**src/rtl/de_regfile_scoreboard.sv**
```systemverilog
// Decode-stage register file with same-cycle WB bypass and a per-register
// pending-writer scoreboard that drives the combinational issue stall.
module de_regfile_scoreboard #(
  parameter int REGWORDS  = 32,
  parameter int DBITS     = 32,
  parameter int PEND_BITS = 2
) (
  input  logic             clk,
  input  logic             reset,
  input  logic             wb_wr_reg,
  input  logic [4:0]       wb_wregno,
  input  logic [DBITS-1:0] wb_regval,
  input  logic [4:0]       rs1,
  input  logic [4:0]       rs2,
  input  logic             use_rs1,
  input  logic             use_rs2,
  output logic [DBITS-1:0] rd1,
  output logic [DBITS-1:0] rd2,
  input  logic             issue_valid,
  input  logic             issue_wr,
  input  logic [4:0]       issue_rd,
  input  logic             squash_valid,
  input  logic [4:0]       squash_rd,
  output logic             issue_stall,
  output logic             err_underflow
);

  localparam logic [PEND_BITS-1:0] PEND_MAX = '1;

  logic [DBITS-1:0]     r_regs [REGWORDS];
  logic [PEND_BITS-1:0] r_pend [REGWORDS];
  logic                 r_err;

  logic                 w_byp1, w_byp2;
  logic                 w_haz1, w_haz2, w_hazd;
  logic                 w_accept;
  logic [PEND_BITS-1:0] w_pend_nxt [REGWORDS];
  logic [REGWORDS-1:0]  w_uf_vec;

  // A single pending write retiring this cycle is covered by the bypass path.
  function automatic logic f_busy(input logic [PEND_BITS-1:0] pend, input logic retire);
    return pend > PEND_BITS'(retire);
  endfunction

  // Net counter update, clamped to [0, max]; MSB flags an underflow.
  function automatic logic [PEND_BITS:0] f_apply(input logic [PEND_BITS-1:0] pend,
                                                 input logic inc, input logic dwb,
                                                 input logic dsq);
    int s;
    s = int'(pend) + int'(inc) - int'(dwb) - int'(dsq);
    if (s < 0)
      return {1'b1, {PEND_BITS{1'b0}}};
    else if (s > int'(PEND_MAX))
      return {1'b0, PEND_MAX};
    else
      return {1'b0, s[PEND_BITS-1:0]};
  endfunction

  always_comb begin
    w_byp1 = wb_wr_reg && (wb_wregno == rs1);
    w_byp2 = wb_wr_reg && (wb_wregno == rs2);
    rd1 = (rs1 == 5'd0) ? '0 : w_byp1 ? wb_regval : reset ? '0 : r_regs[rs1];
    rd2 = (rs2 == 5'd0) ? '0 : w_byp2 ? wb_regval : reset ? '0 : r_regs[rs2];
    w_haz1 = use_rs1 && (rs1 != 5'd0) && f_busy(r_pend[rs1], w_byp1);
    w_haz2 = use_rs2 && (rs2 != 5'd0) && f_busy(r_pend[rs2], w_byp2);
    // Conservative: a full counter stalls even if a WB retires one this cycle.
    w_hazd = issue_wr && (issue_rd != 5'd0) && (r_pend[issue_rd] == PEND_MAX);
    issue_stall = !reset && issue_valid && (w_haz1 || w_haz2 || w_hazd);
    w_accept = issue_valid && !issue_stall;
  end

  always_comb begin
    w_uf_vec = '0;
    w_pend_nxt[0] = '0;
    for (int r = 1; r < REGWORDS; r++) begin
      {w_uf_vec[r], w_pend_nxt[r]} = f_apply(r_pend[r],
        w_accept && issue_wr && (issue_rd == 5'(r)),
        wb_wr_reg && (wb_wregno == 5'(r)),
        squash_valid && (squash_rd == 5'(r)));
    end
  end

  always_ff @(posedge clk) begin
    if (reset) begin
      for (int r = 0; r < REGWORDS; r++) begin
        r_regs[r] <= '0;
        r_pend[r] <= '0;
      end
      r_err <= 1'b0;
    end else begin
      for (int r = 1; r < REGWORDS; r++) begin
        if (wb_wr_reg && (wb_wregno == 5'(r)))
          r_regs[r] <= wb_regval;
        r_pend[r] <= w_pend_nxt[r];
      end
      r_err <= r_err || (|w_uf_vec);
    end
  end

  assign err_underflow = r_err;

endmodule

```
**config.mk**
```make
export PLATFORM = sky130hd
export DESIGN_NAME = de_regfile_scoreboard
export DESIGN_NICKNAME = d
export VERILOG_FILES = /design/src/rtl/de_regfile_scoreboard.sv
export SDC_FILE = /design/constraint.sdc
export NUM_CORES = 2
export LEC_CHECK = 0
export BUFFER_PORTS_ARGS = -buffer_cell sky130_fd_sc_hd__clkbuf_2
export CAP_MARGIN = 20
export CORE_ASPECT_RATIO = 0.6
export CORE_UTILIZATION = 45
export CTS_BUF_LIST = sky130_fd_sc_hd__clkbuf_16
export CTS_CLUSTER_DIAMETER = 200
export DETAILED_ROUTE_END_ITERATION = 8
export GPL_TIMING_DRIVEN = 0
export PLACE_DENSITY = 0.69
export SYNTH_ARGS = -nofsm -noshare
export SYNTH_HDL_FRONTEND = slang
export SYNTH_SLANG_ARGS = --single-unit
```
**constraint.sdc**
```tcl
create_clock -name clk -period 11.7 [get_ports clk]
set_clock_uncertainty 0.1 [all_clocks]
set_input_delay 0 -clock clk [delete_from_list [all_inputs] [get_ports clk]]
set_output_delay 0 -clock clk [all_outputs]
set_load 0.005 [all_outputs]
```
==> metrics <==
status complete, no violations; Netlist Area Pre-Place 58,500 um2; MaxCap Viol Count 0; Worst path top cell family by delay buffers and inverters; first-pass GRT wire length 298 mm; Post-synth EDFFs 992; min-delay worst type in -> reg; Yosys reg bits 1,055; starting density of the core 0.454; CP Data Required Time 12,210 ps; Worst Setup End Kind register; Max-slew headroom 0.105; cell area power density 162 nW/um2; setup_tns 0 ps; DR pass1 iterations 8; Leak 23.2 nW; Final Critical Period 7270 ps; vias 41,740; cell count after synthesis 3,962; Yosys cell types 52; top cells by area, synth edfxtp_1 (51%), mux4_2 (24%), nor2_1 (4.1%); Peak VDD IR 0.000140 V; Cell Chain, Critical Path clkbuf_1, clkbuf_1, clkbuf_1, mux4_2, mux2i_1, ha_1, nor2_1, o21ai_0, o311a_1, a41o_2, buf_6, nor3b_1, ha_1, inv_1, fa_1, ha_1, a22o_1, a221oi_1, nand4_1, nor4_1, a21oi_1; die area 132,000 um2; Detail Route Antenna Nets 0; layout cells sized above 1 0.259; path depth of the worst reg2reg path 19; CTS tree built; gr usage total 0.326; Synth top cells by count edfxtp_1 (992), nor2_1 (632), mux4_2 (615); worst path buffer plus inverter count 5; largest net degree at the start of global routing 33; core area 129,000 um2; CTS buffer count 100; NumNets Final 4,551; switching share of power 0.303; worst stage delay on the critical path 950 ps; chip width 468 um; Finished Core Util 0.511; main flop type after synthesis edfxtp_1; final slew viol count 0; CP Depth 21; WHS Path Cells 4; root buf cell clkbuf_16; Syn Area/Cell 14.8 um2; top-area cell type share of the netlist area 0.509; Die H 281 um; RSZ-0062 raised after global routing no; Worst Path Arrival 7780 ps; pre-CTS setup slack 4240 ps; cell taking the most area after synthesis edfxtp_1; DRT Wirelength 214 mm; Slowest-stage cell, CP clkbuf_1; maximum clock rate 138 MHz; Psw 3.24 mW; Async SR Flop Fraction 0; fin worst setup slack 4430 ps; Clock power frac 0.318; gr ovfl total 0; buffers added on ports 119; CP max FO 10; clk buf depth 3; Crit Path Category in -> reg; most numerous cell in the Yosys netlist edfxtp_1; CTS Sinks 1,055; Comb pwr share 0.226; Internal 7.46 mW; row cnt 102; Final Hold Violating Endpoints 0; Least-Margin Pin Slew 1340 ps; layout overhead on the synthesized area 12.6%; dpl hpwl 154 mm; global placer's final weighted congestion 1.04; drt drc 0; drt wl/cell 35.3 um; H-tree depth 3; initial DRC count 8,167; vias per cell 6.88; Syn Nets 4,246; vias in the first global route 39,877; crit share post-route 0.621; Reg clk slew, reported paths 70 ps; Filler cells 10,558; Worst setup SP type input port; sequential share of the synthesized area 0.531; YS warnings 0; # IOs 131; initial antenna violation count 6; post_cts resized 0; Setup-failing EPs final 0; Worst-Skew Late Latency 760 ps; sequential power share 0.455
## path summary, 6_finish.rpt
kind         slack [ps]             end          start
max                4430   err_underflow         rs1[3]
min                  40  r_regs[11][21]  wb_regval[21]
max reg2reg        5380   err_underflow  r_pend[14][0]
min reg2reg         710   r_pend[29][0]  r_pend[29][1]
## routing by layer
metal	GRT usage	up-vias	routed length, um
met5	0.0177	-	456
met4	0.129	22	10400
met3	0.162	685	40000
met2	0.435	4049	85200
met1	0.449	21128	78200
li1	-	15856	-
## state kept, by name, indices dropped and copies added, names as in the netlist
register / cells
r_pend: 62
err_underflow: 1
r_regs: 992
## kinds of logic (layout without fill, tap and decap cells)
kind of cell	count (synthesis)	in the layout	synth area share
AO/OA/AOI/OAI	299	299	0.0340
XOR/XNOR	41	41	0.00614
adder cells (fa/ha/maj)	219	219	0.0508
buffers and inverters	540	924	0.0369
flip-flops	1055	1055	0.531
multiplexers	763	763	0.264
other	0	3	0
AND/OR/NAND/NOR	1045	1045	0.0779
## power by group through the flow
stage | Clock, mW | Combinational (mW) | Sequential, mW
after floorplan | 0 | 1.60 | 4.76
after global placement | 0 | 2.21 | 4.90
after detailed placement | 0 | 2.31 | 4.92
after CTS | 3.38 | 2.33 | 4.84
after global routing | 3.51 | 2.57 | 4.89
final | 3.40 | 2.42 | 4.87
## per-stage QoR
stage               total power [mW]  hold slack [ps]  instance area [um2]  instances
finish                          10.7             44.1                65900       6065
global route                    11.0             55.3                65900       6063
CTS                             10.6            0.159                65800       6056
detailed placement              7.23              220                62200       5844
global placement                7.11              221                61300       5797
floorplan                       6.36             4.03                58500       3962
## cell usage in the layout (no fill, tap or decap), types with 40 or more instances in the layout
master,Yosys,routed
o21ai_0,134,134
a22o_1,71,71
nand2b_1,57,40
mux2_2,68,68
dfxtp_1,63,63
inv_1,206,217
buf_2,80,81
nand2_1,175,175
buf_1,70,70
nor2_1,632,632
a21boi_0,56,56
mux2i_1,79,79
and3_1,67,67
clkbuf_2,0,119
clkbuf_16,0,101
ha_1,188,188
clkbuf_1,179,179
edfxtp_1,992,992
mux4_2,615,615
## worst reg2reg max path, delay by kind of cell (launching register included)
kind / cells / cell delay [ps]
AND/OR/NAND/NOR: 4 / 1550
AO/OA/AOI/OAI: 6 / 1500
multiplexers: 3 / 1220
adder cells (fa/ha/maj): 4 / 1220
flip-flops: 1 / 360
buffers and inverters: 2 / 220
## timing repair
| action | CTS | global route |
|---|---|---|
| hold endpoints to repair | 240 | 0 |
| hold buffers | 31 | 0 |
| setup endpoints to repair | 0 | 0 |
| setup buffers | 0 | 0 |
## cell type report
| cell class | instances | area, um2 | area share |
|---|---|---|---|
| Inverter | 206 | 773 | 0.0117 |
| Multi-Input combinational cell | 2367 | 25400 | 0.385 |
| Clock inverter | 80 | 769 | 0.0117 |
| Tap cell | 1716 | 2150 | 0.0326 |
| Antenna cell | 3 | 7.51 | 0.000114 |
| Timing Repair Buffer | 203 | 1900 | 0.0288 |
| Sequential cell | 1055 | 31000 | 0.471 |
| Buffer | 334 | 1390 | 0.0210 |
| Clock buffer | 101 | 2530 | 0.0383 |
Power figures use the tool's default switching activity.
